[src/rtl/stage_wb.sv]
`default_nettype none
// ============================================================================
// Module      : stage_wb
// Description : MEM/WB pipeline register and writeback stage. Selects the
//               writeback source, suppresses writes to x0, detects
//               store-data forwarding from WB into MEM and counts retired
//               instructions.
// Revision    : 1.0 - initial release
// ============================================================================
module stage_wb (
    input  logic        clk,
    input  logic        rst,            // asynchronous, active-low
    input  logic        stall,
    input  logic        flush,
    input  logic        me_valid,
    input  logic [31:0] me_alu_o,
    input  logic [31:0] me_mem_data,
    input  logic [4:0]  me_rd,
    input  logic        me_regs_write,
    input  logic        me_mem2reg,
    input  logic        me_mem_write,
    input  logic [4:0]  me_rs2,
    output logic [31:0] w_regs_data,
    output logic [4:0]  w_rd,
    output logic        w_regs_write,
    output logic        forward_data,
    output logic [63:0] instret
);

    logic        wb_valid;
    logic [31:0] wb_alu_o;
    logic [31:0] wb_mem_data;
    logic [4:0]  wb_rd;
    logic        wb_regs_write;
    logic        wb_mem2reg;
    logic [63:0] instret_q;

    // An instruction retires into WB only when it is live and actually captured.
    logic retire;
    assign retire = me_valid & ~stall & ~flush;

    // MEM/WB register: flush kills validity but still captures payload; stall holds.
    always_ff @(posedge clk or negedge rst) begin
        if (!rst) begin
            wb_valid      <= 1'b0;
            wb_alu_o      <= 32'd0;
            wb_mem_data   <= 32'd0;
            wb_rd         <= 5'd0;
            wb_regs_write <= 1'b0;
            wb_mem2reg    <= 1'b0;
        end else if (flush || !stall) begin
            wb_valid      <= me_valid & ~flush;
            wb_alu_o      <= me_alu_o;
            wb_mem_data   <= me_mem_data;
            wb_rd         <= me_rd;
            wb_regs_write <= me_regs_write;
            wb_mem2reg    <= me_mem2reg;
        end
    end

    // Retired-instruction counter; wraps silently at 2^64.
    always_ff @(posedge clk or negedge rst) begin
        if (!rst) begin
            instret_q <= 64'd0;
        end else if (retire) begin
            instret_q <= instret_q + 64'd1;
        end
    end

    assign instret      = instret_q;
    assign w_regs_data  = wb_mem2reg ? wb_mem_data : wb_alu_o;
    assign w_rd         = wb_rd;
    // x0 is hard-wired to zero, so a write to it is never issued.
    assign w_regs_write = wb_valid & wb_regs_write & (wb_rd != 5'd0);
    // Store in MEM reads the register WB is writing this cycle: use WB data.
    assign forward_data = me_valid & me_mem_write & w_regs_write & (w_rd == me_rs2);

endmodule
`default_nettype wire

[config.mk]
export PLATFORM = sky130hd
export DESIGN_NAME = stage_wb
export DESIGN_NICKNAME = d
export VERILOG_FILES = /design/src/rtl/stage_wb.sv
export SDC_FILE = /design/constraint.sdc
export NUM_CORES = 1
export LEC_CHECK = 0
export CORE_MARGIN = 3
export CORE_UTILIZATION = 30
export CTS_BUF_LIST = sky130_fd_sc_hd__clkbuf_4
export CTS_CLUSTER_DIAMETER = 100
export DETAILED_ROUTE_END_ITERATION = 12
export GPL_TIMING_DRIVEN = 1
export PLACE_DENSITY = 0.54
export RECOVER_POWER = 25
export SLEW_MARGIN = 0
export SYNTH_ARGS = -nofsm -noshare
export SYNTH_HDL_FRONTEND = slang
export SYNTH_SLANG_ARGS = --single-unit
[constraint.sdc]
create_clock -name clk -period 1.75 [get_ports clk]
set_input_delay 0.35 -clock clk [delete_from_list [all_inputs] [get_ports clk]]
set_output_delay 0.35 -clock clk [all_outputs]
set_load 0.02 [all_outputs]
Word-level counts from Yosys, hierarchy flattened
Index checks and enable logic that the tools add are counted.
{ "word_totals": {"word_cells": 23, "in_bits": 82, "output_inout_bits": 103, "ff_bits": 136} }
{ "classes": {"eq_ne": 1, "reduce_logical": 3, "n_addsub": 1, "mux": 1, "bitwise": 10} }
{ "ops": {"columns": ["op", "n"], "rows": [
  ["64-bit by 1-bit adder with 64-bit output (second input constant)", 1],
  ["32-bit 2-to-1 mux", 1],
  ["1-bit AND", 8],
  ["5-bit equality test", 1],
  ["5-bit nonzero test", 1],
  ["1-bit NOT", 2],
  ["1-bit logical NOT", 1],
  ["1-bit logical OR", 1]
]} }

Depth between registers and ports, before layout
{ "logic_depth": {"depth_word": 4, "mapped_depth": 6, "mapped_depth_nobuf": 6} }

Least setup slack after synthesis
No wires, ideal clock.
{ "synth_path": {"kind": "in2reg", "from": "input flush", "to": "register instret_q[35], in the netlist instret[35]", "t_required_ns": 1.619, "slack_ns": -0.264, "t_arrival_ns": 1.882, "stages": 5, "path_cell_list": "or3b_1 -> or4_4 -> nor4_4 -> nand4_1 -> xnor2_1"} }
{ "synth_between": {"elab_chain_cells": 2} }
{ "synth_rtl": {"columns": ["element", "line_no", "source"], "rows": [
  ["start: declaration", "14", "input logic flush,"],
  ["1-bit NOT", "40", "assign retire = me_valid & ~stall & ~flush;"],
  ["1-bit AND", "40", null],
  ["end signal: assignment", "66", "instret_q <= instret_q + 64'd1;"],
  ["end: declaration", "36", "logic [63:0] instret_q;"]
]} }
Every way passes these cells.
A chain may end at the register's enable or synchronous reset.

Final worst setup path
{ "layout_path": {"from": "register wb_rd[0], in the netlist w_rd[0]", "to": "output forward_data"} }
{ "layout_between": {"elab_chain_cells": 4, "word_cells_on_any_way": 5, "cone_classes": "eq/ne: 1; bitwise: 3; reduce/logical: 1"} }
{ "layout_rtl": {"columns": ["element", "line_no", "source"], "rows": [
  ["start: declaration", "33", "logic [4:0] wb_rd;"],
  ["start signal: assignment", "55", "wb_rd <= me_rd;"],
  ["5-bit nonzero test", "74", "assign w_regs_write = wb_valid & wb_regs_write & (wb_rd != 5'd0);"],
  ["1-bit AND", "74", null],
  ["1-bit AND", "76", "assign forward_data = me_valid & me_mem_write & w_regs_write & (w_rd == me_rs2);"],
  ["1-bit AND *", "76", null],
  ["end: declaration", "26", "output logic forward_data,"]
]} }
Every way passes the cells marked *; elsewhere a longest branch is shown, timed or not.

==> out/qor.txt <==
failing checks: setup timing
area share of the largest cell type after synthesis: 54.92%
Core Box Area: 0.01985 mm^2
cts bufs inserted: 17
count of cell types in the netlist: 30
Post-Syn Nets: 585
wl on met1: 8482 um
initial core utilization: 31.23%
Layout Cells excl Fill: 1099
Fin. Hold Viols: 0
Max Clk Rate: 0.4417 GHz
Via Count: 5076
dpl cells: 1026
number of synthesized flops with an enable pin: 0
YS warnings: 0
Final Skew: 0.01745 ns
routed wl met2: 9870 um
max layer used: met4
crit path max fanout: 2
Remaining DRCs: 0
max-slew violation count: 0
maxcap violations: 0
post-DR vias/cell: 4.619
flops & latches, synth: 136
GPL Wtd Cong: 0.7622
Syn-to-layout area delta: 65.23%
vias in the first global route: 5411
Yosys top cell by area: dfrtp_1
kind of critical path: reg -> out
most frequent cell after synthesis: dfrtp_1
Bufs on Longest Clock Path: 2
detailed-router iteration count before antenna repair: 6
# clock sinks: 136
Die X: 149.7 um
Mapped Area: 0.006197 mm^2
Clock Tree Root: clkbuf_4
Slew headroom: 26.62%
ys flop type: dfrtp_1
Async SR Flop Fraction: 100.0%
Worst Setup End Kind: output pin
Ports: 185
CP startpoint kind: flip-flop
final worst setup slack: -0.5140 ns
top post-synthesis cells by area: dfrtp_1, mux2_2, xor2_1, xnor2_1, nand2_1
RSZ-0062 raised after global routing: true
antenna viol nets, final: 0
GRT Residual Overflow: 0
CTS tree: done
number of buffers added on ports: 184
worst path required time: 1.40 ns
largest net degree at the start of global routing: 44
outcome: complete, but fails checks
total leakage power: 5.002 nW
routed len/inst: 17.48 um
Final Cycle Share: 129.4%
CP Data Arrival Time: 1.91 ns
DP HPWL: 13610 um
initial antenna violation count: 1
Mapped Cells: 502
power per cell area: 749.1 mW/mm^2
met3 WL post-DR: 721 um
Die ar.: 0.02242 mm^2
GR Util All Layers: 17.07%
min Tclk post-route: 2.264 ns
min-delay worst type: in -> reg
num rows: 51
syn_area_per_cell: 12.35 um^2
Worst-Skew Late Latency: 0.54 ns
Setup-failing EPs final: 58
post-synthesis sequential area ratio: 54.92%
Hold WS: 0.4044 ns
Reg clk slew, reported paths: 0.13 ns
Die Height: 149.7 um
first-pass GRT wire length: 29580 um
htree depth: 4
share of layout cells above drive strength 1: 53.18%
most common library cells after synthesis: dfrtp_1, mux2_2, xor2_1
Slew @ Worst Pin: 1.101 ns
nets: 903
Iteration-0 DRC Markers: 171
Worst IR Drop VDD: 0.4397 mV
DRT Wirelength: 19210 um
## worst paths after layout
kind                                   start      endpoint  slack (ns)  cells after the start
worst max register to register    instret[1]   instret[31]       -0.19                      8
max in group asynchronous                rst   instret[32]        0.13                      3
worst min-delay path            me_alu_o[13]  wb_alu_o[13]        0.40                      2
min in group asynchronous                rst       w_rd[3]        0.55                      2
worst max-delay path                 w_rd[0]  forward_data       -0.51                      5
worst min register to register   instret[63]   instret[63]        0.48                      1
## kinds of logic after synthesis
family	share of synthesized area [%]
simple gates	15.10
flops	54.92
mux	18.72
xor+xnor	9.610
buf+inv	1.211
compound gates	0.2422
fa+ha+maj	0.2019
## where the power goes
group          total, mW  internal [mW]  switching (mW)  leakage (nW)
Sequential          3.50           3.35           0.150          1.68
Combinational       1.85           1.07           0.778          3.16
Clock               2.32           1.11            1.21         0.160
Total               7.67           5.54            2.13          5.00
## state kept, by name, summed over array words and instances, names as in the netlist
name	flops
wb_valid	1
w_rd	5
wb_mem_data	32
wb_regs_write	1
wb_mem2reg	1
instret	64
wb_alu_o	32
## per-stage QoR
stage	power (mW)	setup WS [ns]	util, %	area, um^2	setup TNS (ns)
2_1_floorplan	4.161	-0.2030	-	6349	-2.068
3_3_place_gp	5.059	-0.7453	46.47	9223	-42.37
3_5_place_dp	5.083	-0.7657	46.47	9223	-44.68
4_1_cts	7.559	-0.5685	49.52	9828	-15.22
5_1_grt	8.045	-0.6198	51.60	10240	-19.41
6_report	7.671	-0.5140	51.60	10240	-12.31
## worst max-delay path, cell delays in order, from the launching register on
cell and delay, ns:
dfrtp_1 0.40, or3_4 0.39, o311a_4 0.32, nand2_2 0.07, nor2_2 0.04, buf_4 0.15
## area by class of cell
type / count / area (um^2)
diodes: 1 / 2.502
clock buffers: 17 / 127.6
clock inverters: 15 / 181.4
fillers: 1786 / 9605
inverters: 5 / 18.77
multi-input cells: 348 / 3349
flip-flops and latches: 136 / 3427
well taps: 265 / 331.6
repair buffers: 312 / 2801
## routing by layer
| metal | vias to the layer above | global-route usage, % |
|---|---|---|
| met3 | 7 | 3.907 |
| met4 | 0 | 3.522 |
| met2 | 104 | 29.46 |
| li1 | 2433 | - |
| met1 | 2532 | 22.05 |
| met5 | - | 0 |
## what timing repair did
action,CTS,global route
endpoints found under the setup margin,139,122
setup buffers,23,16
resized for setup,410,184
pin swaps,36,28
cloned,3,1
hold buffers,1,0
hold endpoints to repair,40,0
## placed cells by master, fill, tap and decap left out, types with 6 or more instances in the layout
cell / netlist / layout
xor2_1: 43 / 43
nand4_1: 21 / 21
nor3_4: 0 / 9
nand3_1: 26 / 16
mux2_2: 103 / 72
clkdlybuf4s15_1: 0 / 6
nor2_1: 31 / 20
clkdlybuf4s50_1: 0 / 77
clkbuf_2: 0 / 21
dfrtp_1: 136 / 117
buf_4: 0 / 91
nor2_2: 0 / 6
nor4_4: 2 / 10
xnor2_1: 25 / 23
and3_1: 8 / 8
mux2_4: 0 / 31
clkbuf_4: 0 / 18
buf_6: 1 / 63
dfrtp_2: 0 / 19
dlygate4sd2_1: 0 / 6
nand2_1: 36 / 32
nor3_2: 1 / 10
buf_2: 0 / 36
Note: power is estimated with default switching activity, not from simulation.
